==> src/rtl/rf_wb_regfile_if.sv <==
// Bundle of write-back and read-port signals between the pipeline and the register file.
interface rf_wb_regfile_if #(
    parameter int DATA_W = 16,
    parameter int ADDR_W = 4
);
    logic [DATA_W-1:0] rf_w_data_DM_WB;
    logic [ADDR_W-1:0] rf_dst_addr_DM_WB;
    logic              rf_we_DM_WB;
    logic              stall_ID_EX;
    logic [ADDR_W-1:0] p0_addr;
    logic [ADDR_W-1:0] p1_addr;
    logic              re0;
    logic              re1;
    logic [DATA_W-1:0] p0;
    logic [DATA_W-1:0] p1;

    // Pipeline side: drives the write-back and read requests, receives read data.
    modport master (
        output rf_w_data_DM_WB, rf_dst_addr_DM_WB, rf_we_DM_WB, stall_ID_EX,
        output p0_addr, p1_addr, re0, re1,
        input  p0, p1
    );

    // Register file side.
    modport slave (
        input  rf_w_data_DM_WB, rf_dst_addr_DM_WB, rf_we_DM_WB, stall_ID_EX,
        input  p0_addr, p1_addr, re0, re1,
        output p0, p1
    );
endinterface

==> src/rtl/rf_wb_regfile.sv <==
// Architectural register file terminating the write-back path.
// One write port from DM_WB, two registered read ports towards ID/EX with
// same-cycle write-through bypass. R0 is hardwired to zero.
module rf_wb_regfile #(
    parameter int DATA_W   = 16,
    parameter int ADDR_W   = 4,
    parameter int NUM_REGS = 16
) (
    input  logic            clk,
    input  logic            rst_n,
    rf_wb_regfile_if.slave  bus
);

    logic [DATA_W-1:0] r_regs [NUM_REGS];
    logic [DATA_W-1:0] r_p0;
    logic [DATA_W-1:0] r_p1;
    logic [DATA_W-1:0] w_rd0;
    logic [DATA_W-1:0] w_rd1;
    logic              w_wr_valid;

    // A write to R0 is dropped so R0 keeps reading zero.
    assign w_wr_valid = bus.rf_we_DM_WB && (bus.rf_dst_addr_DM_WB != '0);

    // Commit write-back data; writes are never held off by a pipeline stall.
    always_ff @(posedge clk or negedge rst_n) begin
        if (!rst_n) begin
            for (int i = 0; i < NUM_REGS; i++) begin
                r_regs[i] <= '0;
            end
        end else if (w_wr_valid) begin
            r_regs[bus.rf_dst_addr_DM_WB] <= bus.rf_w_data_DM_WB;
        end
    end

    // Read value per port: zero for R0, bypassed write data on an address hit, else stored value.
    always_comb begin
        w_rd0 = '0;
        w_rd1 = '0;
        if (bus.p0_addr != '0) begin
            if (bus.rf_we_DM_WB && (bus.rf_dst_addr_DM_WB == bus.p0_addr)) begin
                w_rd0 = bus.rf_w_data_DM_WB;
            end else begin
                w_rd0 = r_regs[bus.p0_addr];
            end
        end
        if (bus.p1_addr != '0) begin
            if (bus.rf_we_DM_WB && (bus.rf_dst_addr_DM_WB == bus.p1_addr)) begin
                w_rd1 = bus.rf_w_data_DM_WB;
            end else begin
                w_rd1 = r_regs[bus.p1_addr];
            end
        end
    end

    // Output registers update only when the ID/EX stage is not stalled and the port is enabled.
    always_ff @(posedge clk or negedge rst_n) begin
        if (!rst_n) begin
            r_p0 <= '0;
            r_p1 <= '0;
        end else if (!bus.stall_ID_EX) begin
            if (bus.re0) begin
                r_p0 <= w_rd0;
            end
            if (bus.re1) begin
                r_p1 <= w_rd1;
            end
        end
    end

    assign bus.p0 = r_p0;
    assign bus.p1 = r_p1;

endmodule

==> src/flat_wrapper.sv <==
// flat-port wrapper written by rule: the top's interface ports become plain ports
module rf_wb_regfile_flat 
#(
    parameter int DATA_W   = 16,
    parameter int ADDR_W   = 4,
    parameter int NUM_REGS = 16
)
  (clk, rst_n, bus_rf_w_data_DM_WB, bus_rf_dst_addr_DM_WB, bus_rf_we_DM_WB, bus_stall_ID_EX, bus_p0_addr, bus_p1_addr, bus_re0, bus_re1, bus_p0, bus_p1);
  rf_wb_regfile_if #(.DATA_W(DATA_W), .ADDR_W(ADDR_W)) bus_i ();
  input  logic clk;
  input  logic rst_n;
  input wire logic [$bits(bus_i.rf_w_data_DM_WB)-1:0] bus_rf_w_data_DM_WB;
  input wire logic [$bits(bus_i.rf_dst_addr_DM_WB)-1:0] bus_rf_dst_addr_DM_WB;
  input wire logic [$bits(bus_i.rf_we_DM_WB)-1:0] bus_rf_we_DM_WB;
  input wire logic [$bits(bus_i.stall_ID_EX)-1:0] bus_stall_ID_EX;
  input wire logic [$bits(bus_i.p0_addr)-1:0] bus_p0_addr;
  input wire logic [$bits(bus_i.p1_addr)-1:0] bus_p1_addr;
  input wire logic [$bits(bus_i.re0)-1:0] bus_re0;
  input wire logic [$bits(bus_i.re1)-1:0] bus_re1;
  output wire logic [$bits(bus_i.p0)-1:0] bus_p0;
  output wire logic [$bits(bus_i.p1)-1:0] bus_p1;
  assign bus_i.rf_w_data_DM_WB = bus_rf_w_data_DM_WB;
  assign bus_i.rf_dst_addr_DM_WB = bus_rf_dst_addr_DM_WB;
  assign bus_i.rf_we_DM_WB = bus_rf_we_DM_WB;
  assign bus_i.stall_ID_EX = bus_stall_ID_EX;
  assign bus_i.p0_addr = bus_p0_addr;
  assign bus_i.p1_addr = bus_p1_addr;
  assign bus_i.re0 = bus_re0;
  assign bus_i.re1 = bus_re1;
  assign bus_p0 = bus_i.p0;
  assign bus_p1 = bus_i.p1;
  rf_wb_regfile #(.DATA_W(DATA_W), .ADDR_W(ADDR_W), .NUM_REGS(NUM_REGS)) u_core (.clk(clk), .rst_n(rst_n), .bus(bus_i));
endmodule
==> config.mk <==
export PLATFORM = sky130hd
export DESIGN_NAME = rf_wb_regfile_flat
export DESIGN_NICKNAME = d
export VERILOG_FILES = /design/src/rtl/rf_wb_regfile_if.sv /design/src/rtl/rf_wb_regfile.sv /design/src/flat_wrapper.sv
export SDC_FILE = /design/constraint.sdc
export NUM_CORES = 1
export LEC_CHECK = 0
export ABC_AREA = 1
export CAP_MARGIN = 15
export CORE_ASPECT_RATIO = 1.5
export CORE_MARGIN = 5
export CORE_UTILIZATION = 50
export DETAILED_ROUTE_END_ITERATION = 10
export PLACE_DENSITY = 0.68
export RECOVER_POWER = 100
export SLEW_MARGIN = 10
export SYNTH_ARGS = -nofsm -noshare
export SYNTH_HDL_FRONTEND = slang
export SYNTH_SLANG_ARGS = --single-unit
==> constraint.sdc <==
create_clock -name clk -period 1.24 [get_ports clk]
set_input_delay 0.248 -clock clk [delete_from_list [all_inputs] [get_ports clk]]
set_output_delay 0.248 -clock clk [all_outputs]
set_load 0.1 [all_outputs]
==> reports/metrics.csv, run 1 <==
stage,metric,value,unit
drt,DRC,0,
layout,growth of design area from synthesis to finish,26.4,%
worst_setup_path,stages on the worst setup path,1,
worst_setup_path,Critical Path Slowest Stage Cell,dfrtp_2,
sta,fmax,672,MHz
synthesis,warnings from Yosys,0,
placed_design,"worst slack, placed",-0.941,ns
cts,number of clock sinks,288,
synthesis,Gate Count Post-Synth,2371,
synthesis,synthesized netlist net count,2405,
drt,Routed Wire Length,62.2,mm
status,failing checks,negative setup slack,
sta,Worst Skew,0.0206,ns
cts,"Clk pin slew, worst setup/hold paths",0.06,ns
global_route,first-pass GRT wire length,95.1,mm
sta,worst setup margin,-0.248,ns
global_route,gr usage total,0.341,
global_route,vias in the first global route,16495,
worst_setup_path,delay of the slowest cell on the worst path,0.47,ns
floorplanning,number of core rows,80,
drt,Detail Route Antenna Nets,0,
worst_setup_path,setup slack of the worst register-to-register path,0.02,ns
placed_design,sum of net half-perimeters after detailed placement,41.7,mm
worst_setup_path,Critical path buffers and inverters,1,
cts,total CTS buffers,30,
layout,most frequent cells in the layout,"945 x nand2_1, 345 x nand3_1, 271 x dfrtp_1",
synthesis,sequential share of the synthesized area,0.446,
layout,fraction of final layout cells sized beyond drive strength 1,0.160,
placed_design,final estimated routing congestion in global placement,0.953,
sta,hold violation total from the final report,0,
worst_hold_path,worst min path class,in -> async,
synthesis,register bit total from synthesis,288,
drt,Starting DRT DRC Count,1876,
worst_setup_path,arrival time at the worst endpoint,1.24,ns
worst_setup_path,critical path launch point type,flop,
cts,CTS H-tree depth,1,
cts,buffer cell driving the clock tree root,clkbuf_16,
placed_design,port bufs,65,
power,"Power, Total",30.7,mW
drt,via-per-instance ratio,5.79,
status,run status,"finished, violations left",
cts,clock latency of the later-clocked register in the worst-skew pair,0.60,ns
worst_setup_path,critical path endpoint category,primary output,
power,power per unit of standard cell area,1500,nW/um^2
layout,count of antenna diodes in the layout,0,
run,max-cap violation count,0,
global_route,"Remaining Overflow, GRT",0,
cts,CTS max path bufs,3,
worst_setup_path,worst reg2reg path depth,8,
sta,measured slew at the worst slew-check pin,0.675,ns
synthesis,average instance area after synthesis,6.82,um^2
placed_design,"number of placed instances, taps included",2860,
layout,Final Core Density,0.640,
sta,setup repair after global routing missed its margin,yes,
floorplanning,core box area,31900,um^2
worst_setup_path,CP required,0.99,ns
power,leakage power,10.5,nW
global_route,number of antenna violations at the first check in global routing,0,
drt,detailed-route via count,17118,
sta,final number of max-transition violations,0,
power,worst-case vdd ir drop,0.00131,V
floorplanning,area of the die,36100,um^2
sta,fin crit share,1.20,
sta,time the worst path needs with I/O delays and setup,1.49,ns
worst_setup_path,path type of the worst setup path,reg -> out,
sta,smallest hold slack,0.235,ns
worst_setup_path,largest delay contributor family on the critical path,flip-flops,
synthesis,Netlist Area Pre-Place,16200,um^2
floorplanning,Starting Density,0.506,
layout,Final Net Count,2554,
synthesis,count of distinct cell types in the synthesized netlist,21,
global_route,maximum number of pins on one net before global-route repair,63,
cts,CTS tree,done,
sta,tightest slew margin relative to the limit,0.550,
drt,first-pass iteration count of the detailed router,6,
floorplanning,height of the die,230,um
worst_setup_path,cells traversed along the worst timing path,buf_12,
worst_setup_path,largest driver fanout on the critical path,2,
drt,routed length per placed instance,21.1,um
floorplanning,floorplan die width,157,um
sta,total of endpoints with negative setup slack in the final report,108,
layout,count of non-filler cells in the finished layout,2954,
layout,"most common cell after layout, fill and taps aside",nand2_1,
floorplanning,I/O pin count,66,
## per-layer routing
layer / up-vias / part of all wire / wire, um / track usage
li1: 7797 / - / - / -
met1: 8117 / 0.36 / 22700 / 0.415
met2: 950 / 0.47 / 29500 / 0.562
met3: 254 / 0.084 / 5220 / 0.0510
met4: 0 / 0.077 / 4800 / 0.217
met5: - / 0 / 0 / 0
## kinds of logic after synthesis
group                  synth area share
AND/OR/NAND/NOR                   0.350
AO/OA/AOI/OAI                     0.102
flip-flops                        0.446
buffers and inverters             0.102
## sequential cells by signal, summed over array words and instances, names as in the netlist
signal         cells
u_core.r_regs    256
u_core.bus.p1     16
u_core.bus.p0     16
## area by class of cell
cell class / instances / area (um^2)
Timing Repair Buffer: 305 / 3480
Sequential cell: 288 / 7230
Clock inverter: 15 / 114
Tap cell: 410 / 513
Multi-Input combinational cell: 1687 / 7440
Clock buffer: 41 / 862
Fill cell: 2821 / 11500
Inverter: 208 / 790
## path summary, 6_finish.rpt
| check | startpoint | endpoint |
|---|---|---|
| setup / recovery | u_core.bus.p0[0]$_DFFE_PN0P_ | bus_p0[0] |
| setup reg to reg | u_core.r_regs[162]$_DFFE_PN0P_ | u_core.bus.p0[2]$_DFFE_PN0P_ |
| max in group asynchronous | rst_n | u_core.r_regs[172]$_DFFE_PN0P_ |
| min in group clk | bus_p0_addr[0] | u_core.bus.p0[15]$_DFFE_PN0P_ |
| hold / removal | rst_n | u_core.r_regs[69]$_DFFE_PN0P_ |
| hold reg to reg | u_core.r_regs[241]$_DFFE_PN0P_ | u_core.r_regs[241]$_DFFE_PN0P_ |
## synth_stat cells
master / count / area [um^2]
clkbuf_2: 1 / 5.00
o21ai_0: 212 / 1060
o21ai_1: 12 / 60.1
nand2_1: 955 / 3580
inv_4: 2 / 12.5
inv_2: 4 / 15.0
nand3_2: 1 / 10.0
nor2_1: 53 / 199
o211ai_1: 34 / 255
nor2_2: 6 / 37.5
buf_2: 68 / 340
nand3_1: 357 / 1790
nor3_2: 4 / 40.0
clkbuf_1: 92 / 345
dfrtp_1: 288 / 7210
a31o_2: 2 / 17.5
and3_1: 1 / 6.26
buf_1: 7 / 26.3
buf_4: 20 / 150
a21oi_1: 50 / 250
inv_1: 202 / 758
## power by group
| part | switching [mW] | leakage (nW) | internal (mW) |
|---|---|---|---|
| sequential | 1.30 | 3.60 | 11.3 |
| combinational | 5.71 | 6.39 | 3.38 |
| clock | 3.98 | 0.493 | 5.06 |
## timing repair
action | CTS | global route
pin swaps | 5 | 13
gates cloned | 5 | 0
hold endpoints to repair | 288 | 0
resized for setup | 42 | 54
hold buffers | 1 | 0
setup buffers | 15 | 17
endpoints found under the setup margin | 172 | 71
## stage by stage
step | setup TNS [ns] | cell area (um^2)
finish | -13.24 | 20400
global route | -33.64 | 20400
CTS | -7.43 | 20500
detailed placement | -169.17 | 19100
global placement | -167.03 | 19100
floorplan | 0 | 16300
(Power assumes the default switching activity.)
==> run 2: changes to the inputs <==
- ABC_CLOCK_PERIOD_IN_PS: not set -> 1300
- PLACE_DENSITY: 0.68 -> 0.7
- REMOVE_ABC_BUFFERS: not set -> 1
- clock period: 1.24 -> 1.3 ns (I/O delays scaled with it)
==> reports/metrics.csv, run 2 (same netlist as run 1, synthesis figures left out) <==
stage,metric,value,unit,change
status,run status,"finished, violations left",,
status,failing checks,negative setup slack,,
placed_design,port bufs,65,,unchanged
worst_setup_path,critical path endpoint category,primary output,,
cts,CTS tree,done,,
sta,total of endpoints with negative setup slack in the final report,43,,-60%
cts,buffer cell driving the clock tree root,clkbuf_16,,
global_route,first-pass GRT wire length,89.8,mm,-5.6%
floorplanning,core box area,31900,um^2,unchanged
worst_setup_path,delay of the slowest cell on the worst path,0.46,ns,about the same
run,max-cap violation count,0,,unchanged
layout,Multi-input gate area,7350,um^2,-1.2%
sta,fmax,672,MHz,
power,leakage power,10.2,nW,-2.3%
placed_design,sum of net half-perimeters after detailed placement,38.4,mm,-7.9%
floorplanning,area of the die,36100,um^2,unchanged
worst_setup_path,CP required,1.04,ns,+0.05 ns
layout,count of non-filler cells in the finished layout,2918,,-1.2%
drt,length of routed met3 wiring,4.94,mm,-5.5%
drt,met1 wire length,21.2,mm,-6.6%
layout,layout filler cell count,2808,,-0.46%
drt,Top Layer Used,met4,,
worst_setup_path,critical path launch point type,flop,,
drt,routed length per placed instance,19.8,um,-5.9%
drt,via-per-instance ratio,5.71,,-1.5%
sta,tightest slew margin relative to the limit,0.326,,-0.224
cts,clock latency of the later-clocked register in the worst-skew pair,0.58,ns,-0.02 ns
sta,final number of max-transition violations,0,,unchanged
sta,fin crit share,1.14,,
drt,routed wire length on met2,27.3,mm,-7.5%
floorplanning,floorplan die width,157,um,unchanged
power,power per unit of standard cell area,1480,nW/um^2,-1.6%
layout,register containing the most flip-flops in the final layout,u_core.r_regs,,
worst_setup_path,path type of the worst setup path,reg -> out,,
global_route,maximum number of pins on one net before global-route repair,63,,unchanged
drt,Starting DRT DRC Count,1772,,-5.5%
layout,most frequent cells in the layout,"952 x nand2_1, 355 x nand3_1, 277 x dfrtp_1",,
power,worst-case vdd ir drop,0.00134,V,+2.2%
floorplanning,Starting Density,0.506,,unchanged
sta,measured slew at the worst slew-check pin,1.01,ns,+0.336 ns
layout,fraction of final layout cells sized beyond drive strength 1,0.128,,-0.0323
cts,CTS max path bufs,3,,unchanged
drt,DRC,0,,unchanged
drt,Routed Wire Length,57.8,mm,-7.0%
layout,Final Net Count,2519,,-1.4%
worst_setup_path,Critical Path Slowest Stage Cell,dfrtp_2,,
sta,smallest hold slack,0.366,ns,+0.131 ns
worst_setup_path,Critical path buffers and inverters,1,,unchanged
layout,Final Core Density,0.622,,-0.0175
placed_design,final estimated routing congestion in global placement,0.929,,-2.5%
worst_hold_path,worst min path class,in -> reg,,
worst_setup_path,largest driver fanout on the critical path,2,,unchanged
cts,CTS H-tree depth,1,,unchanged
global_route,gr usage total,0.317,,-0.0238
placed_design,"number of placed instances, taps included",2845,,-0.52%
layout,"most common cell after layout, fill and taps aside",nand2_1,,
worst_setup_path,cells traversed along the worst timing path,buf_12,,
global_route,number of antenna violations at the first check in global routing,1,,+1
sta,worst setup margin,-0.187,ns,+0.0603 ns
worst_setup_path,largest delay contributor family on the critical path,flip-flops,,
drt,first-pass iteration count of the detailed router,6,,unchanged
global_route,"Remaining Overflow, GRT",0,,unchanged
sta,time the worst path needs with I/O delays and setup,1.49,ns,
sta,Worst Skew,0.00781,ns,-0.0127 ns
floorplanning,number of core rows,80,,unchanged
sta,final total negative setup slack,-4.91,ns,+8.33 ns
layout,number of flip-flops under the largest register name,256,,unchanged
layout,storage element area,7220,um^2,-0.10%
drt,Detail Route Antenna Nets,0,,unchanged
cts,"Clk pin slew, worst setup/hold paths",0.06,ns,about the same
cts,total CTS buffers,30,,unchanged
floorplanning,height of the die,230,um,unchanged
worst_setup_path,arrival time at the worst endpoint,1.23,ns,about the same
drt,detailed-route via count,16661,,-2.7%
global_route,vias in the first global route,16360,,-0.82%
sta,hold violation total from the final report,0,,unchanged
sta,setup repair after global routing missed its margin,yes,,
floorplanning,I/O pin count,66,,unchanged
cts,number of clock sinks,288,,unchanged
layout,growth of design area from synthesis to finish,22.9,%,
==> run 2: cell types whose count changed in the layout (fill, tap and decap cells not counted), sizes merged <==
cell,change
buf,-45
clkbuf,+16
clkinv,-10
bufinv,+3
dlymetal6s2s,+2
bufbuf,-1
clkdlybuf4s15,-1
clkdlybuf4s25,-1
diode,+1
dlygate4sd2,+1
inv,-1
==> run 2: metal layers <==
metal	up-vias	global-route usage
li1	7732	-
met1	7715	0.388
met2	955	0.519
met3	259	0.0474
met4	0	0.207
met5	-	0
==> run 2: worst paths after layout <==
path                                                startpoint                             end  slack (ns)  cells past startpoint
worst max register to register  u_core.r_regs[236]$_DFFE_PN0P_   u_core.bus.p0[12]$_DFFE_PN0P_        0.10                     10
worst max-delay path             u_core.bus.p0[13]$_DFFE_PN0P_                      bus_p0[13]       -0.19                      1
worst min-delay path                            bus_p1_addr[2]   u_core.bus.p1[14]$_DFFE_PN0P_        0.37                      7
min in group asynchronous                                rst_n   u_core.bus.p1[11]$_DFFE_PN0P_        0.39                      2
max in group asynchronous                                rst_n  u_core.r_regs[195]$_DFFE_PN0P_        0.01                      3
worst min register to register  u_core.r_regs[243]$_DFFE_PN0P_  u_core.r_regs[243]$_DFFE_PN0P_        0.38                      0
==> run 2: area by class of cell <==
type                            instances  share of cell area
Clock inverter                          7             0.00693
Sequential cell                       288               0.363
Inverter                              208              0.0399
Multi-Input combinational cell       1687               0.370
Clock buffer                           47              0.0451
Antenna cell                            1            0.000126
Timing Repair Buffer                  270               0.149
Tap cell                              410              0.0258
==> run 2: report_power, final <==
group	switching, mW	leakage [nW]	internal [mW]	total [mW]
clock	3.66	0.501	5.48	9.14
combinational	5.23	6.12	3.06	8.29
sequential	1.20	3.61	10.7	12.0
==> run 2: stage by stage <==
step | power [mW] | setup slack (ns) | cell area, um^2
after floorplan | 16.7 | -1.17 | 15300
after global placement | 19.9 | -0.873 | 18800
after detailed placement | 20.1 | -0.937 | 18800
after CTS | 29.4 | -0.203 | 20000
after global routing | 30.9 | -0.211 | 19900
final | 29.4 | -0.187 | 19900
==> run 2: repair_timing <==
item / CTS / global route
pin swaps: 2 / 7
gates cloned: 1 / 1
setup endpoints to repair: 160 / 111
resized for setup: 33 / 27
endpoints found under the hold margin: 288 / 0
hold buffers: 1 / 0
buffers inserted: 12 / 4
